<file path="src/rtl/vga_timing_pkg.sv">
// Shared 640x480 @ 60 Hz raster constants and the coordinate width.
// Renderers and the sync generator both import these, so the screen
// size is defined in one place only.
package vga_timing_pkg;

    // Width of pixel_x / pixel_y on the pixel-coordinate interface.
    localparam int COORD_W = 11;

    localparam int VGA_H_DISPLAY = 640;
    localparam int VGA_H_FRONT   = 16;
    localparam int VGA_H_SYNC    = 96;
    localparam int VGA_H_BACK    = 48;
    localparam int VGA_H_TOTAL   = VGA_H_DISPLAY + VGA_H_FRONT + VGA_H_SYNC + VGA_H_BACK;

    localparam int VGA_V_DISPLAY = 480;
    localparam int VGA_V_FRONT   = 10;
    localparam int VGA_V_SYNC    = 2;
    localparam int VGA_V_BACK    = 33;
    localparam int VGA_V_TOTAL   = VGA_V_DISPLAY + VGA_V_FRONT + VGA_V_SYNC + VGA_V_BACK;

    // Inclusive range test on a coordinate.
    function automatic logic in_range(input logic [COORD_W-1:0] val,
                                      input logic [COORD_W-1:0] lo,
                                      input logic [COORD_W-1:0] hi);
        return (val >= lo) && (val <= hi);
    endfunction

endpackage

</file>
<file path="src/rtl/pixel_tick_gen.sv">
// Pixel-rate enable generator.
// Divides the board clock by CLK_DIV and produces a one-clock-wide
// enable once every CLK_DIV clocks.
// Ports:
//   clk_i     board clock
//   reset_i   asynchronous, active-high reset
//   p_tick_o  pixel enable, high when the divider sits at CLK_DIV-1
module pixel_tick_gen #(
    parameter int CLK_DIV = 4
) (
    input  logic clk_i,
    input  logic reset_i,
    output logic p_tick_o
);

    localparam int DIV_W = (CLK_DIV > 1) ? $clog2(CLK_DIV) : 1;
    localparam logic [DIV_W-1:0] DIV_LAST = DIV_W'(CLK_DIV - 1);

    logic [DIV_W-1:0] div_q;
    logic [DIV_W-1:0] div_d;

    always_comb begin
        div_d = (div_q == DIV_LAST) ? '0 : div_q + 1'b1;
    end

    always_ff @(posedge clk_i or posedge reset_i) begin
        if (reset_i) begin
            div_q <= '0;
        end else begin
            div_q <= div_d;
        end
    end

    // Decoded straight from the divider so the first tick lands CLK_DIV-1
    // clocks after release. Gating with reset keeps the CLK_DIV=1 case
    // (divider permanently at its last value) low while in reset.
    assign p_tick_o = !reset_i && (div_q == DIV_LAST);

endmodule

</file>
<file path="src/rtl/vga_sync_gen.sv">
// Raster timing generator for 640x480 @ 60 Hz VGA.
// Drives the pixel-coordinate interface consumed by the renderers, the
// hsync/vsync pins and a once-per-frame strobe for game logic.
// Ports:
//   clk          board clock (100 MHz)
//   reset        asynchronous, active-high reset
//   p_tick       pixel enable, one clk wide every CLK_DIV clocks
//   pixel_x      horizontal position, 0..H_TOTAL-1
//   pixel_y      vertical position, 0..V_TOTAL-1
//   video_on     high inside the visible area
//   hsync        horizontal sync, active-low
//   vsync        vertical sync, active-low
//   frame_start  one-clk pulse when the raster wraps to (0,0)
module vga_sync_gen
    import vga_timing_pkg::*;
#(
    parameter int CLK_DIV   = 4,
    parameter int H_DISPLAY = VGA_H_DISPLAY,
    parameter int H_FRONT   = VGA_H_FRONT,
    parameter int H_SYNC    = VGA_H_SYNC,
    parameter int H_BACK    = VGA_H_BACK,
    parameter int V_DISPLAY = VGA_V_DISPLAY,
    parameter int V_FRONT   = VGA_V_FRONT,
    parameter int V_SYNC    = VGA_V_SYNC,
    parameter int V_BACK    = VGA_V_BACK
) (
    input  logic               clk,
    input  logic               reset,
    output logic               p_tick,
    output logic [COORD_W-1:0] pixel_x,
    output logic [COORD_W-1:0] pixel_y,
    output logic               video_on,
    output logic               hsync,
    output logic               vsync,
    output logic               frame_start
);

    localparam int H_TOTAL = H_DISPLAY + H_FRONT + H_SYNC + H_BACK;
    localparam int V_TOTAL = V_DISPLAY + V_FRONT + V_SYNC + V_BACK;

    localparam logic [COORD_W-1:0] H_LAST   = COORD_W'(H_TOTAL - 1);
    localparam logic [COORD_W-1:0] V_LAST   = COORD_W'(V_TOTAL - 1);
    localparam logic [COORD_W-1:0] H_VIS    = COORD_W'(H_DISPLAY);
    localparam logic [COORD_W-1:0] V_VIS    = COORD_W'(V_DISPLAY);
    localparam logic [COORD_W-1:0] HS_FIRST = COORD_W'(H_DISPLAY + H_FRONT);
    localparam logic [COORD_W-1:0] HS_LAST  = COORD_W'(H_DISPLAY + H_FRONT + H_SYNC - 1);
    localparam logic [COORD_W-1:0] VS_FIRST = COORD_W'(V_DISPLAY + V_FRONT);
    localparam logic [COORD_W-1:0] VS_LAST  = COORD_W'(V_DISPLAY + V_FRONT + V_SYNC - 1);

    logic               tick;
    logic [COORD_W-1:0] h_q, h_d;
    logic [COORD_W-1:0] v_q, v_d;
    logic               hsync_q, hsync_d;
    logic               vsync_q, vsync_d;
    logic               video_on_q, video_on_d;
    logic               frame_start_q, frame_start_d;

    pixel_tick_gen #(
        .CLK_DIV (CLK_DIV)
    ) u_tick (
        .clk_i    (clk),
        .reset_i  (reset),
        .p_tick_o (tick)
    );

    always_comb begin
        h_d = h_q;
        v_d = v_q;
        if (tick) begin
            if (h_q == H_LAST) begin
                h_d = '0;
                v_d = (v_q == V_LAST) ? '0 : v_q + 1'b1;
            end else begin
                h_d = h_q + 1'b1;
            end
        end

        // Decoding the next position keeps the registered sync/blank
        // signals aligned with the registered coordinates they describe.
        hsync_d    = !in_range(h_d, HS_FIRST, HS_LAST);
        vsync_d    = !in_range(v_d, VS_FIRST, VS_LAST);
        video_on_d = (h_d < H_VIS) && (v_d < V_VIS);

        // Only a natural wrap from the last pixel counts; the restart
        // after reset deliberately produces no strobe.
        frame_start_d = tick && (h_q == H_LAST) && (v_q == V_LAST);
    end

    always_ff @(posedge clk or posedge reset) begin
        if (reset) begin
            h_q           <= '0;
            v_q           <= '0;
            hsync_q       <= 1'b1;
            vsync_q       <= 1'b1;
            video_on_q    <= 1'b0;
            frame_start_q <= 1'b0;
        end else begin
            h_q           <= h_d;
            v_q           <= v_d;
            hsync_q       <= hsync_d;
            vsync_q       <= vsync_d;
            video_on_q    <= video_on_d;
            frame_start_q <= frame_start_d;
        end
    end

    assign p_tick      = tick;
    assign pixel_x     = h_q;
    assign pixel_y     = v_q;
    assign hsync       = hsync_q;
    assign vsync       = vsync_q;
    assign video_on    = video_on_q;
    assign frame_start = frame_start_q;

endmodule

</file>
<file path="config.mk">
export PLATFORM = sky130hd
export DESIGN_NAME = vga_sync_gen
export DESIGN_NICKNAME = d
export VERILOG_FILES = /design/src/rtl/vga_timing_pkg.sv /design/src/rtl/pixel_tick_gen.sv /design/src/rtl/vga_sync_gen.sv
export SDC_FILE = /design/constraint.sdc
export NUM_CORES = 1
export LEC_CHECK = 0
export CORE_MARGIN = 2
export CORE_UTILIZATION = 46
export DETAILED_ROUTE_END_ITERATION = 7
export HOLD_SLACK_MARGIN = 0.12
export PLACE_DENSITY = 0.75
export SLEW_MARGIN = 20
export SYNTH_ARGS = -nofsm -noshare
export SYNTH_HDL_FRONTEND = slang
export SYNTH_SLANG_ARGS = --single-unit
</file>
<file path="constraint.sdc">
create_clock -name clk -period 1.8 [get_ports clk]
set_clock_uncertainty 0.05 [all_clocks]
set_input_delay 0.45 -clock clk [delete_from_list [all_inputs] [get_ports clk]]
set_output_delay 0.45 -clock clk [all_outputs]
set_load 0.01 [all_outputs]
</file>
* After elaboration in Yosys (flattened, before gate mapping)
Cells that the tools add are included.
Word-level totals: flip-flop bits (word level) 28, latch bits 0, bits in writable memories 0, bits in read-only memories 0, bits of input ports 2, output and inout port bits 27, logic and storage cells 34, memories kept 0
Cells by class: add/subtract/negate cells 3, $mul 0, div/mod/pow operators 0, order comparisons 6, eq/ne operators 3, shift operators 0, mux-type cells 6, bitwise operators 0, reductions and logical operators 9
Operator list (count):
- two-way mux 11 bit | 5
- adder 11 x 1 -> 11 bit (second input constant) | 2
- equality test 11 x 10 -> 1 bit (second input constant) | 2
- greater-or-equal comparator 11 x 10 -> 1 bit (second input constant) | 1
- greater-or-equal comparator 11 x 9 -> 1 bit (second input constant) | 1
- <= comparator 11 x 10 -> 1 bit (second input constant) | 1
- <= comparator 11 x 9 -> 1 bit (second input constant) | 1
- less-than comparator 11 x 10 -> 1 bit (second input constant) | 1
- less-than comparator 11 x 9 -> 1 bit (second input constant) | 1
- logical AND 1 bit | 6
- logical NOT 1 bit | 3
- adder 2 x 1 -> 2 bit (second input constant) | 1
- equality test 2 bit (second input constant) | 1
- two-way mux 2 bit | 1

* Depth between registers and ports, before layout
Gate-level depths: netlist (run 1).
depth after elaboration 7, depth in mapped cells 8, depth with buffers taken out 8

* By module
Synthesis (run 1) repeated with hierarchy kept, for this count alone.
Unflattened totals: cells, all modules 155, area, all modules 1512.7 um^2
Modules (own cells, without submodules):
- vga_sync_gen | instances 1, cells an instance 149, area an instance 1428.9 um^2, sequential area each 653.1 um^2
- pixel_tick_gen | instances 1, cells an instance 6, area an instance 83.8 um^2, sequential area each 50.0 um^2

* Least setup slack after synthesis (run 1)
No wires, ideal clock.
kind register to register, start point reg h_q[0], in the netlist pixel_x[0], end point reg video_on_q, in the netlist video_on, library setup time 101 ps, arrival 1770 ps, required time 1649 ps, path slack -121 ps, stages on the path, launching flop included 9, buffers on the path 1, period minus slack after synthesis 1921 ps, path through dfrtp_1 -> ha_1 -> nand3b_1 -> and4b_1 -> buf_6 -> nand4_2 -> xor2_1 -> nor3_1 -> nor4_1
Between the ends: cells in the longest elaborated chain, start to end 5, elaborated cells on any way between the ends 9, classes of those cells add/sub (1); order compare (2); eq/ne (1); mux (4); reduce/logical (1)
Ends and longest elaborated chain:
- from (decl) | RTL line vga_sync_gen.sv:51 | logic [COORD_W-1:0] h_q, h_d;
- from (signal assigned) | RTL line vga_sync_gen.sv:91 | h_q <= '0;
- from (signal assigned) | RTL line vga_sync_gen.sv:98 | h_q <= h_d;
- adder 11 x 1 -> 11 bit or equality test 11 x 10 -> 1 bit (tied branches) | RTL line vga_sync_gen.sv:74, vga_sync_gen.sv:70
- two-way mux 11 bit | RTL line vga_sync_gen.sv:70 | if (h_q == H_LAST) begin
- two-way mux 11 bit | RTL line vga_sync_gen.sv:69 | if (tick) begin
- less-than comparator 11 x 10 -> 1 bit or less-than comparator 11 x 9 -> 1 bit (tied branches) | RTL line vga_sync_gen.sv:82 | video_on_d = (h_d < H_VIS) && (v_d < V_VIS);
- logical AND 1 bit (*) | RTL line vga_sync_gen.sv:82
- named net video_on_d | RTL line vga_sync_gen.sv:55 | logic video_on_q, video_on_d;
- to (signal assigned) | RTL line vga_sync_gen.sv:102 | video_on_q <= video_on_d;
- to (decl) | RTL line vga_sync_gen.sv:55
Mark *: on every way through the listed nets, which the timed path passes. The rest lies on a longest branch.

* Final worst setup path (run 1)
start point reg h_q[6], in the netlist pixel_x[6], end point reg vsync_q, in the netlist vsync
Between the ends: cells in the longest elaborated chain, start to end 6, elaborated cells on any way between the ends 7, classes of those cells order compare (2); eq/ne (1); mux (2); reduce/logical (2)
Ends and longest elaborated chain:
- equality test 11 x 10 -> 1 bit (*) | RTL line vga_sync_gen.sv:70
- two-way mux 11 bit (*) | RTL line vga_sync_gen.sv:70
- two-way mux 11 bit (*) | RTL line vga_sync_gen.sv:69
- named net v_d[4] | RTL line vga_sync_gen.sv:52 | logic [COORD_W-1:0] v_q, v_d;
- greater-or-equal comparator 11 x 9 -> 1 bit or <= comparator 11 x 9 -> 1 bit (tied branches) | RTL line vga_timing_pkg.sv:25 | return (val >= lo) && (val <= hi);
- logical AND 1 bit (*) | RTL line vga_timing_pkg.sv:25
- logical NOT 1 bit (*) | RTL line vga_sync_gen.sv:81 | vsync_d = !in_range(v_d, VS_FIRST, VS_LAST);
- named net vsync_d | RTL line vga_sync_gen.sv:54 | logic vsync_q, vsync_d;
- to (signal assigned) | RTL line vga_sync_gen.sv:101 | vsync_q <= vsync_d;
- to (decl) | RTL line vga_sync_gen.sv:54
Marked as above.

==> results of run 1 <==
-- worst paths after layout --
kind	start	to	slack, ps	cells after the start
setup / recovery	pixel_x[6]	vsync	-220	7
hold / removal	reset	pixel_x[6]	160	2
setup reg to reg	pixel_x[6]	vsync	-220	7
hold reg to reg	u_tick.div_q[0]	u_tick.div_q[0]	450	1
max in group asynchronous	reset	vsync	1010	3
min in group clk	u_tick.div_q[0]	u_tick.div_q[0]	450	1
-- area by class of cell --
cell class	instances	area (um^2)
Multi-Input combinational cell	114	873
Inverter	7	26.3
Clock buffer	3	22.5
Timing Repair Buffer	93	785
Sequential cell	28	703
Fill cell	205	638
Tap cell	44	55.1
-- cell usage after synthesis (all sizes together) (3+ instances only) --
cell type / instances
and3: 4
nor2: 11
nor4b: 3
xnor2: 10
inv: 7
nand2: 20
xor2: 7
a21oi: 4
nand4: 10
nand3: 5
nor3: 3
buf: 6
o21ai: 9
ha: 4
dfrtp: 26
-- state kept, by name (all words and copies together) (netlist names) --
signal,count
vsync,1
u_tick.div_q,2
pixel_x,11
frame_start,1
video_on,1
pixel_y,11
hsync,1
-- layer usage --
| metal | vias up | track usage (%) | share of wire, % |
|---|---|---|---|
| li1 | 724 | - | - |
| met1 | 781 | 34.0 | 44 |
| met2 | 62 | 42.7 | 48 |
| met3 | 20 | 3.52 | 4.2 |
| met4 | 0 | 14.0 | 4.1 |
| met5 | - | 0 | 0 |
-- stage by stage --
step / setup WS, ps / cells / util [%] / power, mW / hold WS [ps]
2_1_floorplan: -81.4 / 155 / - / 0.850 / 353
5_1_grt: -277 / 289 / 79.4 / 1.39 / 179
3_5_place_dp: -553 / 265 / 70.0 / 1.07 / 375
6_report: -217 / 289 / 79.4 / 1.33 / 165
4_1_cts: -137 / 280 / 74.4 / 1.30 / 182
3_3_place_gp: -463 / 265 / 70.0 / 1.06 / 365
-- placed cells by master, fill, tap and decap left out, types with 2 or more instances in the layout --
cell | synthesis | routed
nor2_1 | 11 | 9
nor4_2 | 0 | 2
inv_1 | 7 | 4
inv_2 | 0 | 3
nand2_1 | 20 | 20
and2_1 | 2 | 2
dlygate4sd2_1 | 0 | 23
mux2_4 | 1 | 2
a21oi_1 | 4 | 3
dfstp_2 | 2 | 2
nand4_1 | 8 | 8
xor2_2 | 0 | 2
buf_6 | 2 | 8
ha_1 | 4 | 2
nand4_2 | 2 | 2
o21ai_1 | 1 | 2
xor2_1 | 7 | 5
dlymetal6s2s_1 | 0 | 2
and3_1 | 4 | 4
dfrtp_1 | 26 | 26
nand3_1 | 5 | 5
clkdlybuf4s50_1 | 0 | 2
nor3_1 | 3 | 2
and4b_2 | 0 | 2
nand3b_1 | 2 | 2
xnor2_1 | 10 | 10
nor4b_4 | 1 | 3
o21ai_0 | 8 | 7
a41o_1 | 2 | 2
buf_4 | 0 | 57
clkbuf_4 | 0 | 3
-- worst reg2reg max path: cells and delay by family, from the launching register on --
kind	cells	cell delay [ps]
buf+inv	1	140
mux	1	320
flops	1	450
simple gates	5	990
-- power by group through the flow --
stage	combinational, mW	sequential, mW	clock (mW)
after floorplan	0.0868	0.763	0
after global placement	0.348	0.710	0
after detailed placement	0.358	0.715	0
final	0.334	0.709	0.284
after global routing	0.366	0.717	0.307
after CTS	0.324	0.704	0.276
-- kinds of logic after synthesis --
logic type	share of synthesized area [%]
AOI/OAI and AO/OA	8.25
DFF	45.9
and+or+nand+nor	26.7
muxes	1.71
adders and majority gates	3.27
xor gates and xnor gates	9.71
buffers and inverters	4.49
-- repair_timing --
item | 4_1_cts | 5_1_grt
resized for setup | 40 | 23
buffers inserted | 12 | 10
setup endpoints to repair | 34 | 18
pin swaps | 6 | 6
==> results.json, run 1 <==
{
  "status": "finished, violations left",
  "violations": "setup timing",
  "routedWlPerCell_um": 17.2,
  "area_growth_syn_to_layout_pct": 60.8,
  "grt_max_degree": 23,
  "cts.htree.levels": 1,
  "cp-start-kind": "flop",
  "viasPerCell": 5.49,
  "synthFlopType": "dfrtp_1",
  "p_switching_uw": 405,
  "synth_fp_nets": 161,
  "die_w_um": 61.7,
  "finalSetupViolations": 10,
  "clock.fmax_mhz": 496,
  "clk_latency_ps": 350,
  "fp.dieH_um": 61.7,
  "clkTransAtPathRegs_ps": 160,
  "syn_avg_cell_area_um2": 9.89,
  "grt_pass1_vias": 1562,
  "placed_area_um2": 2170,
  "root_buffer": "clkbuf_4",
  "rsz0062_at_grt": "yes",
  "static-leakage-power_nw": 1.29,
  "grt_use_total_pct": 26.2,
  "finalHoldViolations": 0,
  "max_stage_delay_ps": 450,
  "cts_tree": "yes",
  "maxSlewHeadroom_pct": 76.2,
  "ys_seq_area_share_pct": 45.9,
  "coreArea_um2": 3100,
  "cp_num_buf_inv": 1,
  "p_int_uw": 922,
  "design_area_um2": 2460,
  "syn_area_um2": 1530,
  "period_share_pct": 112,
  "portBuffers": 28,
  "share_seq_of_total_power_pct": 53.5,
  "grt_pass1_wl_um": 7180,
  "yosysWarnings": 0,
  "worst_slack_ps": -217,
  "cts_made_buffers": 3,
  "cts_hold_buf": 0,
  "clockPowerShare_pct": 21.4,
  "initial_core_util_pct": 49.4,
  "drc": 0,
  "wl_um": 4970,
  "syn_inst": 155,
  "fp-row-count": 20,
  "worst_pin_slew_ps": 357,
  "n_antenna_cell": 0,
  "ant_nets": 0,
  "synth_seq_cells": 28,
  "min_period_ps": 2020,
  "worstSetupPathType": "reg -> reg",
  "synth-edff-count": 0,
  "grt-ovfl-total": 0,
  "report.final.slew_viol_count": 0,
  "hpwl_um": 2980,
  "drt-initial-drc-count": 96,
  "yosys-top-cells-area": "dfrtp_1, xnor2_1, nand2_1",
  "hold_class": "in -> async",
  "firstDrtPassIters": 4,
  "fin_setup_tns_ps": -994,
  "cts.sinks": 28,
  "drv_cap": 0,
  "peakVddDrop_mv": 0.579,
  "power.share.switching_pct": 30.5,
  "end_kind": "flop",
  "critPathMaxFanout": 5,
  "vias": 1587,
  "clockBufferDepth": 2,
  "combPwrFrac_pct": 25.2,
  "cp.required_ps": 2030,
  "die-area_um2": 3810,
  "cpLargestDelayFamily": "simple AND/OR/NAND/NOR gates",
  "crit_slowest_cell": "dfrtp_1",
  "crit_chain": "nor4b_4, and4b_2, buf_4, nand4_2, mux2_4, nor2_1, nand4_1",
  "cp_data_arrival_time_ps": 2250,
  "antenna_found_initial": 0,
  "yosys.area.top_type_share_pct": 42.4,
  "synthArstFlopShare_pct": 100,
  "gp_congestion": 0.981,
  "power_density_nw_per_um2": 538,
  "io_pins": 29,
  "nets": 253,
  "ys_types": 37,
  "post-synth-top-area-cell": "dfrtp_1",
  "layout-drive-gt1-share_pct": 39.2
}
Note: power is estimated with default switching activity, not from simulation.
==> run 2: changes to the inputs <==
PLACE_DENSITY = not set   (was 0.75)
PLACE_DENSITY_LB_ADDON = 0.3   (was not set)
==> run 2 against run 1 <==
  * The run still ends with setup timing left
  * Die area stayed put
  * Via count down 0.13%
  * Clock power up 49%
  * Power rose by 12%
  * Flip-flop and latch count is the same
  * Non-clock buffer count down 5
  * Fmax rose by 1.4%
  * Cell area down 2.0%
  * Utilization down 1.6 points
  * Global-route usage shrank 2.9 points
  * Hold slack better by 35 ps
  * Highest routed layer unchanged
==> results.json, run 2 (same netlist as run 1, synthesis figures left out) <==
{
  "worstSetupPathType": "reg -> reg",
  "static-leakage-power_nw": 1.26,
  "grt-ovfl-total": 0,
  "firstDrtPassIters": 4,
  "drv_cap": 0,
  "io_pins": 29,
  "gr-usage-met2_pct": 40.5,
  "routedWlPerCell_um": 16.7,
  "timing.rr.start": "pixel_x[6]",
  "finalNonFillerCells": 285,
  "cp_data_arrival_time_ps": 2210,
  "placedCellCount": 266,
  "viasPerCell": 5.56,
  "grt_use_met1_pct": 30.4,
  "cp.required_ps": 2020,
  "grt_pass1_vias": 1473,
  "drc": 0,
  "maxSlewHeadroom_pct": 80.9,
  "clkTransAtPathRegs_ps": 160,
  "nets": 248,
  "area_growth_syn_to_layout_pct": 57.6,
  "worst_pin_slew_ps": 284,
  "fp-row-count": 20,
  "period_share_pct": 111,
  "coreArea_um2": 3100,
  "fp.dieH_um": 61.7,
  "grt.met3_usage_pct": 2.90,
  "clock.fmax_mhz": 503,
  "wl_um": 4770,
  "finalSetupViolations": 11,
  "violations": "setup timing",
  "cts.sinks": 28,
  "ant_nets": 0,
  "worst_slack_ps": -190,
  "grt_use_total_pct": 23.3,
  "drt-initial-drc-count": 90,
  "rr_endpoint": "vsync",
  "die-area_um2": 3810,
  "clockBufferDepth": 2,
  "worst_r2r_path_depth": 7,
  "root_buffer": "clkbuf_4",
  "report.final.slew_viol_count": 0,
  "grt_max_degree": 21,
  "grt_pass1_wl_um": 6520,
  "antenna_found_initial": 0,
  "cts.htree.levels": 1,
  "reg2reg_slack_ps": -190,
  "layout_commonest_cell": "buf_4",
  "hold_class": "in -> async",
  "cts_tree": "yes",
  "hpwl_um": 3020,
  "peakVddDrop_mv": 0.562,
  "cts_made_buffers": 3,
  "die_w_um": 61.7,
  "vias": 1585,
  "critPathMaxFanout": 4,
  "initial_core_util_pct": 49.4,
  "clk_latency_ps": 340,
  "busiest_layer": "met2",
  "gp_congestion": 0.888,
  "min_period_ps": 1990,
  "portBuffers": 28,
  "end_kind": "flop",
  "cts_hold_buf": 0,
  "rsz0062_at_grt": "yes",
  "final_cell_mix": "buf_4, dfrtp_1, dlygate4sd2_1",
  "n_antenna_cell": 0,
  "finalHoldViolations": 0,
  "status": "finished, violations left",
  "pre_cts_slack_ps": -526,
  "power_density_nw_per_um2": 617,
  "cp-start-kind": "flop",
  "layout-drive-gt1-share_pct": 38.6
}
## run 2: metal layers
layer,vias to the layer above,wire (um)
met5,-,0
li1,716,-
met3,9,306
met2,75,2490
met1,785,1890
met4,0,80
## run 2: per-stage QoR
step / setup TNS (ps) / hold slack (ps) / instance area (um^2) / power [mW] / util (%)
3_5_place_dp: -7440 / 375 / 2170 / 1.08 / 69.8
4_1_cts: -689 / 200 / 2240 / 1.45 / 72.3
6_report: -882 / 200 / 2420 / 1.49 / 77.9
3_3_place_gp: -6530 / 364 / 2170 / 1.06 / 69.8
2_1_floorplan: -161 / 353 / 1540 / 0.850 / -
5_1_grt: -1950 / 195 / 2420 / 1.54 / 77.9
## run 2: cell type report
class	count	area [um^2]
fill	210	687
inverter	7	26.3
multi-input combinational	114	861
timing repair buffer	88	718
clock inverter	1	30.0
sequential	28	703
clock buffer	3	22.5
tap	44	55.1
## run 2: timing repair
action                     4_1_cts  5_1_grt
setup endpoints to repair       33       18
gates cloned                     0        0
pin swaps                        1       11
buffers inserted                 4       11
resized for setup               32       33
## run 2: worst max path at each step
stage | endpoint | startpoint | cells past startpoint | slack, ps
final | vsync | pixel_x[6] | 7 | -190
after detailed placement | video_on | reset | 7 | -530
after CTS | video_on | pixel_x[5] | 6 | -170
after floorplan | vsync | pixel_x[0] | 8 | -80
after global placement | hsync | reset | 7 | -470
after global routing | video_on | pixel_x[6] | 6 | -290
## run 2: critical path, cell delays in order, from the launching register on
cell and delay, ps:
dfrtp_1 440, nor4b_4 340, and4b_2 340, buf_4 130
nand4_2 110, mux2_4 330, nor2_2 90, nand4_1 100
## run 2: report_power, final
group | total [mW] | internal, mW | switching (mW)
Sequential | 0.705 | 0.676 | 0.0291
Combinational | 0.362 | 0.182 | 0.180
Clock | 0.424 | 0.225 | 0.199
Total | 1.49 | 1.08 | 0.408
==> run 3: changes to the inputs <==
CORE_UTILIZATION = 50   (was 46)
DONT_BUFFER_PORTS = 1   (was not set)
==> run 3 against run 2 <==
  * The flow still finishes with violations (setup timing)
  * Largest power group unchanged
  * Combinational power fell by 23%
  * Critical path type unchanged
  * Utilization fell by 6.4 points
  * Hold slack improved by 230 ps
  * Register-to-register slack got worse by 60 ps
  * Power fell by 12%
  * Flip-flop and latch count did not move
  * Global-route usage rose by 1.2 points
  * Cell area fell by 12%
  * Sequential share of layout area rose by 3.9 points
==> results.json, run 3 (same netlist as run 1, synthesis figures left out) <==
{
  "status": "finished, violations left",
  "violations": "setup timing",
  "finalHoldViolations": 0,
  "coreArea_um2": 2980,
  "max_stage_delay_ps": 380,
  "period_share_pct": 114,
  "ant_nets": 0,
  "wl_um": 4760,
  "hpwl_um": 2810,
  "holdWs_ps": 430,
  "grt_max_degree": 29,
  "regArea_um2": 703,
  "end_kind": "flop",
  "pre_cts_slack_ps": -199,
  "drv_cap": 0,
  "maxSlewHeadroom_pct": 75.4,
  "cp.required_ps": 2020,
  "layout_commonest_cell": "buf_4",
  "fp-row-count": 20,
  "crit_chain": "ha_2, buf_4, nand3_1, nor4_1, buf_4, nand2_1, o2bb2ai_1, nor4_2",
  "grt_pass1_vias": 1400,
  "cp_num_buf_inv": 2,
  "cts_tree": "yes",
  "drc": 0,
  "worst_path_most_repeated_cell": "buf_4",
  "layout-drive-gt1-share_pct": 42.1,
  "cp-start-kind": "flop",
  "clk_latency_ps": 350,
  "rsz0062_at_grt": "yes",
  "clkTransAtPathRegs_ps": 160,
  "die-area_um2": 3520,
  "clock.fmax_mhz": 488,
  "static-leakage-power_nw": 1.04,
  "die_w_um": 59.4,
  "final_cell_mix": "buf_4, dfrtp_1, nand2_1",
  "finalSetupViolations": 9,
  "min_period_ps": 2050,
  "worst_pin_slew_ps": 365,
  "fin_setup_tns_ps": -833,
  "utilization_pct": 71.5,
  "multiInputGateArea_um2": 878,
  "grt-ovfl-total": 0,
  "n_antenna_cell": 0,
  "finalNonFillerCells": 242,
  "gp_congestion": 0.848,
  "nets": 216,
  "grt_pass1_wl_um": 6470,
  "io_pins": 29,
  "cts_made_buffers": 3,
  "initial_core_util_pct": 51.5,
  "cts.sinks": 28,
  "portBuffers": 0,
  "report.final.slew_viol_count": 0,
  "clockBufferDepth": 2,
  "crit_slowest_cell": "dfrtp_1",
  "grt_use_total_pct": 24.6,
  "n_fill_cell": 207,
  "cp_data_arrival_time_ps": 2270,
  "placedCellCount": 223,
  "drt-initial-drc-count": 90,
  "critPathMaxFanout": 4,
  "vias": 1531,
  "antenna_found_initial": 0,
  "cpLargestDelayFamily": "simple AND/OR/NAND/NOR gates",
  "hold_class": "in -> reg",
  "power_density_nw_per_um2": 617,
  "area_growth_syn_to_layout_pct": 38.9,
  "root_buffer": "clkbuf_4",
  "worst_slack_ps": -250,
  "fp.dieH_um": 59.4,
  "routedWlPerCell_um": 19.7,
  "worstSetupPathType": "reg -> reg",
  "peakVddDrop_mv": 0.631,
  "firstDrtPassIters": 4,
  "viasPerCell": 6.33,
  "cts.htree.levels": 1
}
run 3: cell count changes in the layout (fill, tap and decap cells not counted), moves of 2 or more:
cell             delta
buf_6               +2
nand2_1             -2
clkdlybuf4s50_1     -2
dlymetal6s2s_1      -2
nand2_2             +2
dlygate4sd2_1      -21
clkbuf_2            -2
inv_2               -2
buf_4               -6
run 3: path summary, 6_finish.rpt:
path                                 start               to  slack, ps  cells past startpoint
hold reg to reg            u_tick.div_q[1]  u_tick.div_q[1]        500                      1
min in group asynchronous            reset  u_tick.div_q[0]        530                      3
setup reg to reg                pixel_x[1]         video_on       -250                      8
hold / removal                       reset       pixel_x[1]        430                      4
max in group asynchronous            reset            vsync        860                      3
setup / recovery                pixel_x[1]         video_on       -250                      8
run 3: stage by stage:
step	total power, mW	area (um^2)
4_1_cts	1.30	1990
3_3_place_gp	0.967	1840
3_5_place_dp	0.980	1840
5_1_grt	1.37	2130
6_report	1.31	2130
2_1_floorplan	0.850	1540
run 3: routing by layer:
layer	vias up	global-route usage (%)	share of wire [%]
met5	-	0	0
met4	0	11.4	4.6
met3	21	3.49	7.9
met2	110	39.9	50
met1	743	32.3	38
li1	657	-	-
run 3: repair_timing:
action / 4_1_cts / 5_1_grt
hold buffers: 1 / 0
setup endpoints to repair: 8 / 13
gates resized for setup: 12 / 23
hold endpoints to repair: 26 / 0
pin swaps: 8 / 12
buffers inserted: 6 / 9
run 3: report_power, final:
group / total, mW / switching [mW] / internal (mW)
clock: 0.330 / 0.205 / 0.125
combinational: 0.279 / 0.159 / 0.120
sequential: 0.706 / 0.0295 / 0.676
run 3: final cells by class:
class | count | area share, %
Multi-Input combinational cell | 114 | 41.2
Sequential cell | 28 | 33.0
Timing Repair Buffer | 56 | 20.7
Tap cell | 33 | 1.94
Clock buffer | 4 | 1.70
Inverter | 7 | 1.35
run 3: worst register-to-register path, stage by stage (launching register included):
cell and delay, ps:
dfrtp_1 380, ha_2 180, buf_4 140, nand3_1 150, nor4_1 370, buf_4 190, nand2_1 80, o2bb2ai_1 150
nor4_2 270
==> RTL edit (flow settings as in run 3) <==
`CLK_DIV` is set to 4 in 2 places; all go to 8.
--- a/src/rtl/pixel_tick_gen.sv
+++ b/src/rtl/pixel_tick_gen.sv
@@ -6,7 +6,7 @@
 //   reset_i   asynchronous, active-high reset
 //   p_tick_o  pixel enable, high when the divider sits at CLK_DIV-1
 module pixel_tick_gen #(
-    parameter int CLK_DIV = 4
+    parameter int CLK_DIV = 8
 ) (
     input  logic clk_i,
     input  logic reset_i,
--- a/src/rtl/vga_sync_gen.sv
+++ b/src/rtl/vga_sync_gen.sv
@@ -14,7 +14,7 @@
 module vga_sync_gen
     import vga_timing_pkg::*;
 #(
-    parameter int CLK_DIV   = 4,
+    parameter int CLK_DIV   = 8,
     parameter int H_DISPLAY = VGA_H_DISPLAY,
     parameter int H_FRONT   = VGA_H_FRONT,
     parameter int H_SYNC    = VGA_H_SYNC,
Function: changed (a bounded check fails within 4 cycles, from zero or initial values and one cycle with reset high).
==> RTL edit against run 3 <==
- the run still ends with setup timing left
- wire length down 3.5%
- sequential cell count increased by 1
- total power shrank 2.7%
- design area is 14% higher
- setup slack got worse by 310 ps
- synthesized cell count rose by 2.6%
- sequential power decreased by 1%
- area after synthesis rose by 5.8%
==> RTL edit: results (changes against run 3) <==
| Metric | Value |
|---|---|
| Worst EP arrival | `2560 ps (was 2270 ps)` |
| Worst-path fanout max | `7 (was 4)` |
| Routed len/inst | `17.09 um (was 19.68 um)` |
| Reg clk slew, reported paths | `90 ps (was 160 ps)` |
| Post-DP HPWL | `2963 um (was 2806 um)` |
| Leakage power | `1.130 nW (was 1.041 nW)` |
| Distinct cells, synth | `40 (was 37)` |
| Placed Instances | `249 (was 223)` |
| Largest net degree at the start of global routing | `30 (was 29)` |
| Failing checks | `setup timing (unchanged)` |
| PnR worst setup slack | `-559.6 ps (was -250.2 ps)` |
| Post-synth top cells | `dfrtp_1 (27), nor2_1 (15), nand2_1 (14) (was dfrtp_1 (26), nand2_1 (20), nor2_1 (11))` |
| Vias in the first global route | `1496 (was 1400)` |
| CTS H-Tree Depth | `2 (was 1)` |
| DP Area | `0.001998 mm2 (was 0.001842 mm2)` |
| First-pass GRT wire length | `7182 um (was 6472 um)` |
| Gr usage total | `27.45% (was 24.55%)` |
| End of the worst register-to-register path | `pixel_y[10] (was video_on)` |
| Final #Nets | `232 (was 216)` |
| Clock buffer count from CTS | `5 (was 3)` |
| Status | `complete, but fails checks (unchanged)` |
| Final setup fails | `20 (was 9)` |
| Register area share after synthesis | `44.91% (was 45.88%)` |
| Peak VDD IR | `0.4757 mV (was 0.6307 mV)` |
| R2R cell count | `9 (was 8)` |
| GPL Wtd Cong | `0.9882 (was 0.8484)` |
| Share of layout cells above drive strength 1 | `54.22% (was 42.11%)` |
| Synth Net Count | `166 (was 161)` |
| Top post-synthesis cells by area | `dfrtp_1 (42%), xnor2_1 (4.9%), bufbuf_16 (4.0%) (was dfrtp_1 (42%), xnor2_1 (5.7%), nand2_1 (4.9%))` |
| Worst-Skew Late Latency | `330 ps (was 350 ps)` |
| WHS Endpoint | `pixel_x[8] (was pixel_x[1])` |
| Max-slew headroom | `75.58% (was 75.41%)` |
-- RTL edit: cell count changes after synthesis, sizes merged, moves of 3 or more --
cell / delta
nand2: -6
nor4b: -3
or4: +3
buf: -4
o21ai: -5
nor3: +4
nor2: +4
inv: +3
a21oi: +3
nand4: -3
-- RTL edit: cells by family (layout without fill, tap and decap cells) --
logic type | Yosys count | count (layout) | share of synthesized area (%)
simple gates | 70 | 70 | 24.07
flops | 29 | 29 | 44.91
compound gates | 22 | 22 | 9.337
buf+inv | 16 | 82 | 8.179
xor+xnor | 14 | 14 | 7.562
fa+ha+maj | 5 | 5 | 3.858
mux | 3 | 3 | 2.083
-- RTL edit: per-layer routing --
metal,track usage (%),up-vias,routed length [um]
met5,0,-,0
li1,-,698,-
met1,34.37,742,1936
met3,8.102,7,274
met4,10.25,0,65
met2,45.01,44,2321
-- RTL edit: where the power goes --
part	leakage [nW]	switching (W)	internal, W
logic	0.740	0.0000992	0.0000791
clock network	0.0314	0.000220	0.000184
registers	0.359	0.0000167	0.000680
total	1.13	0.000336	0.000943
-- RTL edit: final cells by class --
| type | count | area [um2] |
|---|---|---|
| Clock buffer | 7 | 55.05 |
| Timing Repair Buffer | 65 | 543.0 |
| Sequential cell | 29 | 730.7 |
| Inverter | 10 | 37.54 |
| Fill cell | 185 | 654.4 |
| Tap cell | 44 | 55.05 |
| Multi-Input combinational cell | 114 | 1002 |
-- RTL edit: worst max-delay path, cell delays in order (launching register included) --
cell      delay (ps)
dfrtp_1          370
ha_2             210
ha_4             140
nand3b_1         120
or4_4            660
buf_6            170
nor2_4           150
nand2_2           90
nor3_2           140
xor2_1           190
-- RTL edit: worst max path at each step --
| stage | end | slack, ps | depth (start not counted) |
|---|---|---|---|
| final | pixel_y[10] | -560 | 9 |
| after detailed placement | pixel_y[10] | -530 | 7 |
| after CTS | video_on | -550 | 6 |
| after global routing | pixel_y[10] | -630 | 9 |
| after global placement | video_on | -480 | 6 |
| after floorplan | vsync | -440 | 7 |
-- RTL edit: per-stage QoR --
stage / power [W] / setup slack (ps) / hold slack, ps
floorplan: 0.0007965 / -444.8 / 359.7
global placement: 0.0008706 / -476.5 / 367.2
detailed placement: 0.0008764 / -532.4 / 378.6
CTS: 0.001287 / -549.2 / 394.8
global route: 0.001345 / -625.5 / 418.7
finish: 0.001279 / -559.6 / 435.9
-- RTL edit: repair_timing --
item,CTS,global route
setup endpoints to repair,21,23
hold buffers,1,0
gates resized for setup,35,27
endpoints found under the hold margin,27,0
pin swaps,18,19
setup buffers,8,8
